## src/rtl/alu_pkg.sv

```systemverilog
// Shared opcode encoding and widths for the four-bit ALU slice.
// No logic, no latency.
// No flow control; constants and types only.
package alu_pkg;

    localparam int DATA_W = 4;
    localparam int RES_W  = 5;

    typedef enum logic [1:0] {
        OP_ADD = 2'b00,
        OP_SUB = 2'b01,
        OP_CMP = 2'b10,
        OP_AND = 2'b11
    } op_e;

endpackage

```

## src/rtl/four_bit_alu_if.sv

```systemverilog
// Operand/opcode/enable bundle in, registered result and flags out.
// Latency is set by the attached ALU (one cycle).
// No backpressure; enable is a plain clock enable, results hold while it is low.
interface four_bit_alu_if;
    import alu_pkg::*;

    logic                enable;
    logic [1:0]          S;
    logic [DATA_W-1:0]   A;
    logic [DATA_W-1:0]   B;
    logic [RES_W-1:0]    Y;
    logic                AGB;
    logic                AEB;
    logic                ALB;

    // Requester side: presents operands, consumes results.
    modport master (
        output enable, S, A, B,
        input  Y, AGB, AEB, ALB
    );

    // ALU side: consumes operands, produces results.
    modport slave (
        input  enable, S, A, B,
        output Y, AGB, AEB, ALB
    );

endinterface

```

## src/rtl/alu_compare.sv

```systemverilog
// Unsigned magnitude comparator producing mutually exclusive gt/eq/lt.
// Purely combinational, zero cycles.
// No flow control.
module alu_compare
    import alu_pkg::*;
(
    input  logic [DATA_W-1:0] a,
    input  logic [DATA_W-1:0] b,
    output logic              gt,
    output logic              eq,
    output logic              lt
);

    // Exactly one of the three is high for any defined a/b.
    always_comb begin
        gt = (a > b);
        eq = (a == b);
        lt = (a < b);
    end

endmodule

```

## src/rtl/four_bit_alu.sv

```systemverilog
// Registered 4-bit ADD/SUB/CMP/AND with 5-bit result and A>B / A==B / A<B flags.
// One cycle from operands with enable high to registered outputs.
// No backpressure; enable low holds all outputs, synchronous reset clears them.
module four_bit_alu
    import alu_pkg::*;
(
    input  logic            clk,
    input  logic            rst_n,
    four_bit_alu_if.slave   bus
);

    logic              cmp_gt;
    logic              cmp_eq;
    logic              cmp_lt;
    logic [RES_W-1:0]  sum;
    logic [RES_W-1:0]  diff;
    logic [RES_W-1:0]  y_next;

    logic [RES_W-1:0]  y_q;
    logic              agb_q;
    logic              aeb_q;
    logic              alb_q;

    // Single comparator shared by the flag registers and the CMP result.
    alu_compare u_cmp (
        .a  (bus.A),
        .b  (bus.B),
        .gt (cmp_gt),
        .eq (cmp_eq),
        .lt (cmp_lt)
    );

    // Zero-extended arithmetic: bit 4 of the sum is carry-out, bit 4 of the
    // difference wraps to 1 exactly when A < B, which is the borrow.
    always_comb begin
        sum  = {1'b0, bus.A} + {1'b0, bus.B};
        diff = {1'b0, bus.A} - {1'b0, bus.B};
    end

    // Result mux; every opcode encoding is defined.
    always_comb begin
        y_next = '0;
        case (op_e'(bus.S))
            OP_ADD:  y_next = sum;
            OP_SUB:  y_next = diff;
            OP_CMP:  y_next = {2'b00, cmp_gt, cmp_eq, cmp_lt};
            OP_AND:  y_next = {1'b0, bus.A & bus.B};
            default: y_next = '0;
        endcase
    end

    // Output registers: reset wins over enable, enable low holds state.
    always_ff @(posedge clk) begin
        if (!rst_n) begin
            y_q   <= '0;
            agb_q <= 1'b0;
            aeb_q <= 1'b0;
            alb_q <= 1'b0;
        end else if (bus.enable) begin
            y_q   <= y_next;
            agb_q <= cmp_gt;
            aeb_q <= cmp_eq;
            alb_q <= cmp_lt;
        end
    end

    assign bus.Y   = y_q;
    assign bus.AGB = agb_q;
    assign bus.AEB = aeb_q;
    assign bus.ALB = alb_q;

endmodule

```

## src/flat_wrapper.sv

```systemverilog
// flat-port wrapper written by rule: the top's interface ports become plain ports
module four_bit_alu_flat import alu_pkg::*;
  (clk, rst_n, bus_enable, bus_S, bus_A, bus_B, bus_Y, bus_AGB, bus_AEB, bus_ALB);
  four_bit_alu_if bus_i ();
  input  logic clk;
  input  logic rst_n;
  input wire logic [$bits(bus_i.enable)-1:0] bus_enable;
  input wire logic [$bits(bus_i.S)-1:0] bus_S;
  input wire logic [$bits(bus_i.A)-1:0] bus_A;
  input wire logic [$bits(bus_i.B)-1:0] bus_B;
  output wire logic [$bits(bus_i.Y)-1:0] bus_Y;
  output wire logic [$bits(bus_i.AGB)-1:0] bus_AGB;
  output wire logic [$bits(bus_i.AEB)-1:0] bus_AEB;
  output wire logic [$bits(bus_i.ALB)-1:0] bus_ALB;
  assign bus_i.enable = bus_enable;
  assign bus_i.S = bus_S;
  assign bus_i.A = bus_A;
  assign bus_i.B = bus_B;
  assign bus_Y = bus_i.Y;
  assign bus_AGB = bus_i.AGB;
  assign bus_AEB = bus_i.AEB;
  assign bus_ALB = bus_i.ALB;
  four_bit_alu u_core (.clk(clk), .rst_n(rst_n), .bus(bus_i));
endmodule
```

## config.mk

```make
export PLATFORM = sky130hd
export DESIGN_NAME = four_bit_alu_flat
export DESIGN_NICKNAME = d
export VERILOG_FILES = /design/src/rtl/alu_pkg.sv /design/src/rtl/four_bit_alu_if.sv /design/src/rtl/alu_compare.sv /design/src/rtl/four_bit_alu.sv /design/src/flat_wrapper.sv
export SDC_FILE = /design/constraint.sdc
export NUM_CORES = 1
export LEC_CHECK = 0
export CAP_MARGIN = 25
export CORE_ASPECT_RATIO = 1.1
export CORE_UTILIZATION = 41
export CTS_CLUSTER_SIZE = 12
export DETAILED_ROUTE_END_ITERATION = 8
export PLACE_DENSITY = 0.74
export SETUP_SLACK_MARGIN = 0.1
export SYNTH_ARGS = -nofsm -noshare
export SYNTH_HDL_FRONTEND = slang
export SYNTH_SLANG_ARGS = --single-unit
export TNS_END_PERCENT = 50
```

## constraint.sdc

```tcl
create_clock -name clk -period 1.45 [get_ports clk]
set_input_delay 0.145 -clock clk [delete_from_list [all_inputs] [get_ports clk]]
set_output_delay 0.145 -clock clk [all_outputs]
set_load 0.005 [all_outputs]
```

==> metrics.md <==
| Metric | Value |
|---|---|
| Worst-case reg-to-reg path depth | 2 |
| Most frequent cells after synthesis | 11 x inv_1, 8 x dfxtp_1, 8 x ha_1 |
| CP top delay family | adder cells |
| Worst Path Arrival | 1.47 ns |
| Top cell type's share of synthesized area | 22.3% |
| Post-DP HPWL | 1450 µm |
| Finished Core Util | 75.0% |
| Worst path bufs/invs | 4 |
| Max-slew violation count | 0 |
| WL per Instance | 13.6 µm |
| Worst setup SP type | input port |
| Gr busiest metal | met2 |
| Iteration-0 DRC Markers | 12 |
| Area leader, netlist | dfxtp_1 |
| Chip Width | 41.9 µm |
| Worst skew pair latency | 0.26 ns |
| Seq/Total Area, Yosys | 22.3% |
| Global-route wire length before repair | 3140 µm |
| Min cycle time layout | 1.33 ns |
| CTS Hold Bufs | 0 |
| CP Capture Type | register |
| Yosys cell types | 32 |
| Relative slew slack | 74.4% |
| Worst Hold Class | reg -> reg |
| Htree depth | 1 |
| Final setup vio count | 0 |
| PwrDens | 630 nW/µm² |
| Top FF cell, synth | dfxtp_1 |
| Post-route non-filler standard cell count | 140 |
| Outcome | finished clean |
| Number of remaining DRC errors | 0 |
| Die area | 1920 µm² |
| CTS tree | yes |
| Fillers | 133 |
| Placeable core area | 1600 µm² |
| Post-synth ARST share | 0% |
| Met3 usage | 3.57% |
| Area contributors post-synth | dfxtp_1 22%, ha_1 14%, inv_1 5.8%, fa_1 5.6%, a21oi_1 4.9% |
| Total track usage | 22.5% |
| NumNets Final | 148 |
| Total grt overflow | 0 |
| Share of layout cells above drive strength 1 | 40.7% |
| Clock Tree Buf Depth | 2 |
| Starting density of the core | 44.9% |
| Pin count of the biggest net entering global routing | 12 |
| Chip height | 45.9 µm |
| Routed wire length | 1900 µm |
| Post-synthesis net count | 106 |
| Area growth, synth to finish | 66.8% |
| Final Skew | 0 ns |
| R2R Path End | u_core.bus.Y[0] |
| # Max-Cap Violations | 0 |
| Placed Cells | 134 |
| Vias | 771 |
| Vias in the first global route | 733 |
| Post-Syn Area | 717 µm² |
| End point of the worst hold path | u_core.bus.ALB |
| Pre-antenna DRT Iters | 4 |
| Worst stage delay on the critical path | 0.47 ns |
| VDD IR max | 0.432 mV |
| TritonCTS buffer count | 3 |
| Unrepaired setup endpoints after global routing | yes |
| Final Hold Viols | 0 |
| Count leader, synth | inv_1 |
| EDFF count, synth | 0 |
| Hold_sp | u_core.bus.ALB |
| CTS clk-pin slew, worst paths | 0.06 ns |
| Sink Count | 8 |
| Max Fanout on Critical Path | 2 |
| ANT cells | 0 |
| Cell mode on critical path | inv_1 |
| Global Route met2 Usage | 41.3% |
| Critical R2R Launch | u_core.bus.Y[0] |
| ANT nets after route | 0 |
| Routability cong. | 0.861 |
| Vias per cell | 5.51 |
| Root buf cell | clkbuf_4 |
| Lkg Pwr | 0.524 nW |
| WHS Path Cells | 2 |
| Yosys reg bits | 8 |
| Post-Synthesis Cells | 83 |
| Yosys warns | 0 |
| Site Rows | 15 |
| Worst Max-Slew Pin Slew | 0.383 ns |
| Mean area per synthesized cell | 8.64 µm² |
| CP max stage cell | fa_1 |
| Final period util | 91.4% |
| IO buf count | 20 |
| Reg-to-reg slack, setup | 0.63 ns |
| Initial antenna violation count | 0 |
| CP Cell Sequence | buf_6, ha_4, inv_1, fa_1, inv_1, mux4_2, inv_1, a21oi_1 |
| I/O pins | 21 |
| FMAX | 755 MHz |
| GR met1 Demand/Resource | 25.6% |
| Critical Path RT | 1.60 ns |
| Crit Path Class | in -> reg |
==> layer usage <==
metal	share of wire [%]	up-vias
met1	42	363
met4	2.1	0
met2	52	29
li1	-	373
met3	4.0	6
met5	0	-
==> power by group <==
group | switching, mW | internal [mW]
clock network | 0.0784 | 0.0949
registers | 0.00720 | 0.236
logic | 0.143 | 0.193
==> registers in the layout (all words and copies together), names as in the netlist <==
name	flops
u_core.bus.AEB	1
u_core.bus.Y	5
u_core.bus.ALB	1
u_core.bus.AGB	1
==> timing repair <==
action	CTS	global route
pin swaps	8	6
setup endpoints to repair	8	4
resized for setup	38	7
buffers inserted	2	1
==> worst min-delay path: stages (launching register included) <==
cell	delay, ns
dfxtp_1	0.30
nand2b_1	0.06
a21boi_0	0.07
==> cells in the final DEF (no fill, tap or decap), types with 2 or more instances in the layout <==
cell type and instances:
o31ai_1 2, inv_6 2, nor2_1 3, clkbuf_4 3
nand2_1 6, o211ai_1 3, dlygate4sd2_1 5, nand3_1 6
dfxtp_1 8, inv_2 3, o21ai_0 2, clkdlybuf4s50_1 11
ha_4 5, a21o_1 2, buf_6 3, ha_1 2
a21oi_1 6, buf_4 20, inv_1 6, xor2_1 2
==> area by class of cell <==
cell class | instances | area, µm² | area share, %
inverter | 12 | 57.6 | 4.81
timing repair buffer | 41 | 358 | 29.9
multi-input combinational | 59 | 577 | 48.2
clock buffer | 3 | 22.5 | 1.88
tap | 17 | 21.3 | 1.78
sequential | 8 | 160 | 13.4
==> worst max-delay path by stage <==
stage                     cells after the start  startpoint              end  slack [ns]
after floorplan                               7    bus_B[1]  u_core.bus.Y[3]      -0.004
after global placement                        8    bus_B[0]  u_core.bus.Y[1]       -0.61
after detailed placement                      8    bus_B[0]  u_core.bus.Y[1]       -0.69
after CTS                                     8    bus_A[0]  u_core.bus.Y[1]        0.09
after global routing                          9    bus_A[0]  u_core.bus.Y[4]        0.08
final                                         8    bus_B[0]  u_core.bus.Y[1]        0.12
==> metrics by stage <==
step	power, mW	instance area, µm²	setup slack [ns]	TNS (ns)	hold WS (ns)
finish	0.754	1200	0.125	0	0.482
global route	0.808	1200	0.0814	0	0.505
CTS	0.746	1170	0.0948	0	0.482
detailed placement	0.543	1080	-0.688	-3.88	0.472
global placement	0.535	1080	-0.610	-3.57	0.468
floorplan	0.399	752	-0.00416	-0.00416	0.317
==> logic make-up (layout without fill, tap and decap cells) <==
group | Yosys count | in the layout | synth area share [%]
AO/OA/AOI/OAI | 23 | 23 | 22.3
XOR/XNOR | 3 | 3 | 3.67
adder cells (fa/ha/maj) | 10 | 10 | 19.5
buffers and inverters | 16 | 56 | 11.5
flip-flops | 8 | 8 | 22.3
multiplexers | 3 | 3 | 6.63
AND/OR/NAND/NOR | 20 | 20 | 14.0
Note: power is estimated with default switching activity, not from simulation.
